--- config.mk ---
export PLATFORM = sky130hd
export DESIGN_NAME = alg_spi_master
export DESIGN_NICKNAME = d
export VERILOG_FILES = /design/src/rtl/alg_spi_master.sv
export SDC_FILE = /design/constraint.sdc
export NUM_CORES = 1
export LEC_CHECK = 0
export CAP_MARGIN = 30
export CORE_ASPECT_RATIO = 1.1
export CORE_MARGIN = 1.5
export CORE_UTILIZATION = 30
export DETAILED_ROUTE_END_ITERATION = 6
export REMOVE_ABC_BUFFERS = 1
export SYNTH_ARGS = -nofsm -noshare
export SYNTH_HDL_FRONTEND = slang
export SYNTH_SLANG_ARGS = --single-unit
--- constraint.sdc ---
create_clock -name clk50_i -period 3.07 [get_ports clk50_i]
set_input_delay 0.614 -clock clk50_i [delete_from_list [all_inputs] [get_ports clk50_i]]
set_output_delay 0.614 -clock clk50_i [all_outputs]
set_load 0.01 [all_outputs]
--- src/rtl/alg_spi_master.sv ---
// SPI mode-0 master issuing one 32-bit register frame per host request:
// {wr, addr[14:0], wdata or zeros}, MSB first; the last 16 MISO bits form read data.
module alg_spi_master #(
  parameter int ClkDiv    = 4,
  parameter int GapCycles = 4
) (
  input  logic        clk50_i,
  input  logic        rst_i,
  input  logic        req_i,
  input  logic        wr_i,
  input  logic [14:0] addr_i,
  input  logic [15:0] wdata_i,
  output logic        busy_o,
  output logic        done_o,
  output logic [15:0] rdata_o,
  output logic        SCK_o,
  output logic        SSEL_o,
  output logic        MOSI_o,
  input  logic        MISO_i
);

  localparam int CW = $clog2(ClkDiv);
  localparam int GW = $clog2(GapCycles + 1);
  localparam logic [CW-1:0] CMAX = CW'(ClkDiv - 1);
  localparam logic [GW-1:0] GMAX = GW'(GapCycles - 1);

  typedef enum logic [2:0] {
    S_IDLE,
    S_SETUP,
    S_SHIFT,
    S_HOLD,
    S_GAP
  } state_t;

  state_t      r_state;
  logic [CW-1:0] r_cnt;
  logic [GW-1:0] r_gap;
  logic [5:0]  r_bit;
  logic        r_wr;
  logic        r_sck;
  logic        r_ssel;
  logic        r_mosi;
  logic        r_busy;
  logic        r_done;
  logic [15:0] r_rdata;
  logic [31:0] r_tx;
  logic [15:0] r_rx;

  logic w_tick;
  logic w_last;
  logic w_accept;
  logic w_rise;
  logic w_fall_mid;

  assign w_tick   = (r_cnt == CMAX);
  assign w_last   = (r_bit == 6'd31);
  // The final GAP cycle doubles as an IDLE cycle so a held request restarts without a bubble.
  assign w_accept = req_i && ((r_state == S_IDLE) || ((r_state == S_GAP) && (r_gap == GMAX)));
  assign w_rise   = w_tick && ((r_state == S_SETUP) ||
                               ((r_state == S_SHIFT) && !r_sck && !w_last));
  assign w_fall_mid = w_tick && (r_state == S_SHIFT) && r_sck && !w_last;

  always_ff @(posedge clk50_i or posedge rst_i) begin
    if (rst_i) begin
      r_state <= S_IDLE;
      r_cnt   <= '0;
      r_gap   <= '0;
      r_bit   <= '0;
      r_wr    <= 1'b0;
      r_sck   <= 1'b0;
      r_ssel  <= 1'b1;
      r_mosi  <= 1'b0;
      r_busy  <= 1'b0;
      r_done  <= 1'b0;
      r_rdata <= '0;
    end else begin
      r_done <= 1'b0;
      if (w_accept) begin
        r_state <= S_SETUP;
        r_cnt   <= '0;
        r_bit   <= '0;
        r_wr    <= wr_i;
        r_ssel  <= 1'b0;
        r_mosi  <= wr_i;
        r_busy  <= 1'b1;
      end else begin
        case (r_state)
          S_IDLE: begin
          end
          S_SETUP: begin
            if (w_tick) begin
              r_cnt   <= '0;
              r_sck   <= 1'b1;
              r_state <= S_SHIFT;
            end else begin
              r_cnt <= r_cnt + 1'b1;
            end
          end
          // r_bit counts completed rising edges minus one; the 32nd period ends with a full low half.
          S_SHIFT: begin
            if (w_tick) begin
              r_cnt <= '0;
              if (r_sck) begin
                r_sck <= 1'b0;
                if (!w_last) r_mosi <= r_tx[30];
              end else if (w_last) begin
                r_state <= S_HOLD;
              end else begin
                r_sck <= 1'b1;
                r_bit <= r_bit + 1'b1;
              end
            end else begin
              r_cnt <= r_cnt + 1'b1;
            end
          end
          S_HOLD: begin
            if (w_tick) begin
              r_cnt   <= '0;
              r_gap   <= '0;
              r_ssel  <= 1'b1;
              r_mosi  <= 1'b0;
              r_done  <= 1'b1;
              if (!r_wr) r_rdata <= r_rx;
              r_state <= S_GAP;
            end else begin
              r_cnt <= r_cnt + 1'b1;
            end
          end
          S_GAP: begin
            if (r_gap == GMAX) begin
              r_busy  <= 1'b0;
              r_state <= S_IDLE;
            end else begin
              r_gap <= r_gap + 1'b1;
            end
          end
          default: r_state <= S_IDLE;
        endcase
      end
    end
  end

  // Shift registers carry data only; their contents are meaningless until a frame loads them.
  always_ff @(posedge clk50_i) begin
    if (w_accept) begin
      r_tx <= {wr_i, addr_i, (wr_i ? wdata_i : 16'h0000)};
    end else if (w_fall_mid) begin
      r_tx <= {r_tx[30:0], 1'b0};
    end
    if (w_rise) begin
      r_rx <= {r_rx[14:0], MISO_i};
    end
  end

  assign busy_o  = r_busy;
  assign done_o  = r_done;
  assign rdata_o = r_rdata;
  assign SCK_o   = r_sck;
  assign SSEL_o  = r_ssel;
  assign MOSI_o  = r_mosi;

endmodule

==> metrics.yaml <==
initial_utilization: 0.305
first_global_vias: 2159
critPathCaptureType: "flip-flop"
drtIter0Drc: 97
coreArea_um2: 11400
synthArstFlopShare: 0.434
drt-total-wl_mm: 6.58
power_mw: 2.24
htree_num_levels: 3
clock-skew-final_ns: 0.00772
tightest_slew_ns: 0.596
ys_ff_latch: 83
synth_flop_cell: "edfxtp_1"
num_rows: 41
rsz0062_at_grt: "no"
drive_above_1_share: 0.114
io_buffer_count: 56
seq_area_frac_synth: 0.666
slew_violations: 0
dp_hpwl_mm: 4.25
cts_hold_buf: 0
start_kind: "flip-flop"
ys_types: 34
reg2reg_slack_ns: 0.92
syn_inst: 296
detail_route.wl_per_cell_um: 12.9
drcViolationCount: 0
hold_viol_final: 0
vdd_drop_max_mv: 0.255
crit_required_ns: 3.15
setup_viol: 0
cts_sinks: 83
setup_tns_ns: 0
dr_total_vias: 2312
root_buffer: "clkbuf_16"
post_cts_resized: 0
clkTransAtPathRegs_ns: 0.06
worstSetupPathType: "reg2reg"
dr.pass1.iters: 4
postPlaceCellArea_um2: 4200
p_per_area_nw_per_um2: 499
fin_nets: 395
cp-endpoint: "r_tx[0]"
synth_edf_count: 47
reg2reg_depth: 6
critPathArrivalTime_ns: 2.23
gr-usage-all-layers: 0.114
maxCapViolCount: 0
insertion_delay_ns: 0.33
clockBufferDepth: 2
critPathLaunch: "r_gap[0]"
cts_tree: "done"
reg2reg_to: "r_tx[0]"
gp_congestion: 0.769
overflow: 0
r2r_start: "r_gap[0]"
design_area_um2: 4480
synthToLayoutAreaGrowth_pct: 28.9
die_h_um: 116
period_share: 0.701
synthesis.area_um2: 3480
outcome: "complete, no violations"
cts_buffers: 9
relSlewSlack: 0.601
grt_pass1_wl_mm: 10.7
num_antenna_cells: 0
ant_nets: 0
antenna_found_initial: 0
fillers: 1122
avgViaCountPerCell: 4.53
ioPinCount: 57
ys_warn_count: 0
cts_setup_buffers: 0
crit_fanout: 26
fin_crit_ns: 2.15
avgSynthCellArea_um2: 11.7
hold_path_class: "reg2reg"
die_area_um2: 12200
power.leakage_nw: 1.82
die_w_um: 106
grt_max_degree: 37
clock.fmax_ghz: 0.465
worst min path at each step:
stage                  start        to  slack, ns  cells after the start
global placement     r_rx[3]   r_rx[4]       0.43                      0
global route        r_rx[14]  r_rx[15]       0.46                      0
finish              r_rx[14]  r_rx[15]       0.44                      0
CTS                  r_rx[8]   r_rx[9]       0.44                      0
detailed placement   r_rx[8]   r_rx[9]       0.43                      0
floorplan            r_rx[9]  r_rx[10]       0.42                      0
cell usage in the layout, fill, tap and decap left out, types with 4 or more instances in the layout:
| master | count |
|---|---|
| nand2_1 | 94 |
| inv_1 | 6 |
| a21oi_1 | 6 |
| clkdlybuf4s50_1 | 56 |
| edfxtp_1 | 47 |
| buf_4 | 5 |
| nand3_1 | 24 |
| ha_1 | 4 |
| dfrtp_1 | 35 |
| nor2_1 | 10 |
| clkbuf_16 | 10 |
| nand2b_1 | 5 |
| o21ai_0 | 9 |
| mux2_2 | 16 |
power breakdown:
part | internal [mW] | switching, mW | total (mW)
sequential | 1.17 | 0.000314 | 1.17
combinational | 0.0405 | 0.0208 | 0.0613
clock | 0.595 | 0.409 | 1.00
total | 1.81 | 0.430 | 2.24
cell usage after synthesis, types with 2 or more instances:
master,n,share of area
nand2_1,94,0.10
edfxtp_1,47,0.41
dfrtp_1,35,0.25
nand3_1,24,0.035
mux2_2,16,0.052
nor2_1,10,0.011
o21ai_0,9,0.013
a21oi_1,6,0.0086
buf_2,6,0.0086
inv_1,6,0.0065
clkbuf_1,5,0.0054
nand2b_1,5,0.0090
ha_1,4,0.014
and3_1,3,0.0054
buf_6,3,0.0097
or3_1,3,0.0054
o22ai_1,2,0.0036
xor2_1,2,0.0050
logic make-up (layout without fill, tap and decap cells):
logic type	count (synthesis)	in the layout	share of synthesized area
AO/OA/AOI/OAI	24	24	0.0428
multiplexers	17	17	0.0547
flip-flops	83	83	0.666
buffers and inverters	20	84	0.0302
XOR/XNOR	2	2	0.00504
AND/OR/NAND/NOR	146	146	0.187
adder cells (fa/ha/maj)	4	4	0.0144
routing by layer:
metal | GRT usage | routed length, µm | vias up
met3 | 0.0444 | 384 | 4
met4 | 0.0405 | 46 | 0
met2 | 0.182 | 3090 | 61
met1 | 0.142 | 3060 | 1108
met5 | 0 | 0 | -
li1 | - | - | 1139
registers in the layout, indices dropped and copies added (netlist names):
signal,count
r_rx,16
r_wr,1
r_state,3
r_cnt,2
MOSI_o,1
busy_o,1
done_o,1
r_bit,6
SCK_o,1
SSEL_o,1
r_tx,31
rdata_o,16
r_gap,3
stage by stage:
step | utilization | hold WS (ns) | worst slack, ns | std cells
3_5_place_dp | 0.369 | 0.429 | 0.808 | 494
5_1_grt | 0.393 | 0.459 | 0.723 | 510
3_3_place_gp | 0.369 | 0.426 | 0.811 | 494
6_report | 0.393 | 0.444 | 0.918 | 510
4_1_cts | 0.393 | 0.443 | 0.894 | 510
2_1_floorplan | - | 0.420 | 0.0902 | 282
worst max-delay path, cell delays in order, from the launching register on:
cell	delay [ns]
dfrtp_1	0.42
ha_1	0.22
ha_1	0.21
nand2b_1	0.22
and3_1	0.39
buf_12	0.25
and3_1	0.18
area by class of cell:
cell class	count	area [µm²]	area share
repair buffers	62	618	0.138
clock inverters	4	23.8	0.00531
multi-input cells	193	1060	0.236
well taps	150	188	0.0419
flip-flops and latches	83	2310	0.516
clock buffers	12	258	0.0575
inverters	6	22.5	0.00503
Power figures use the tool's default switching activity.
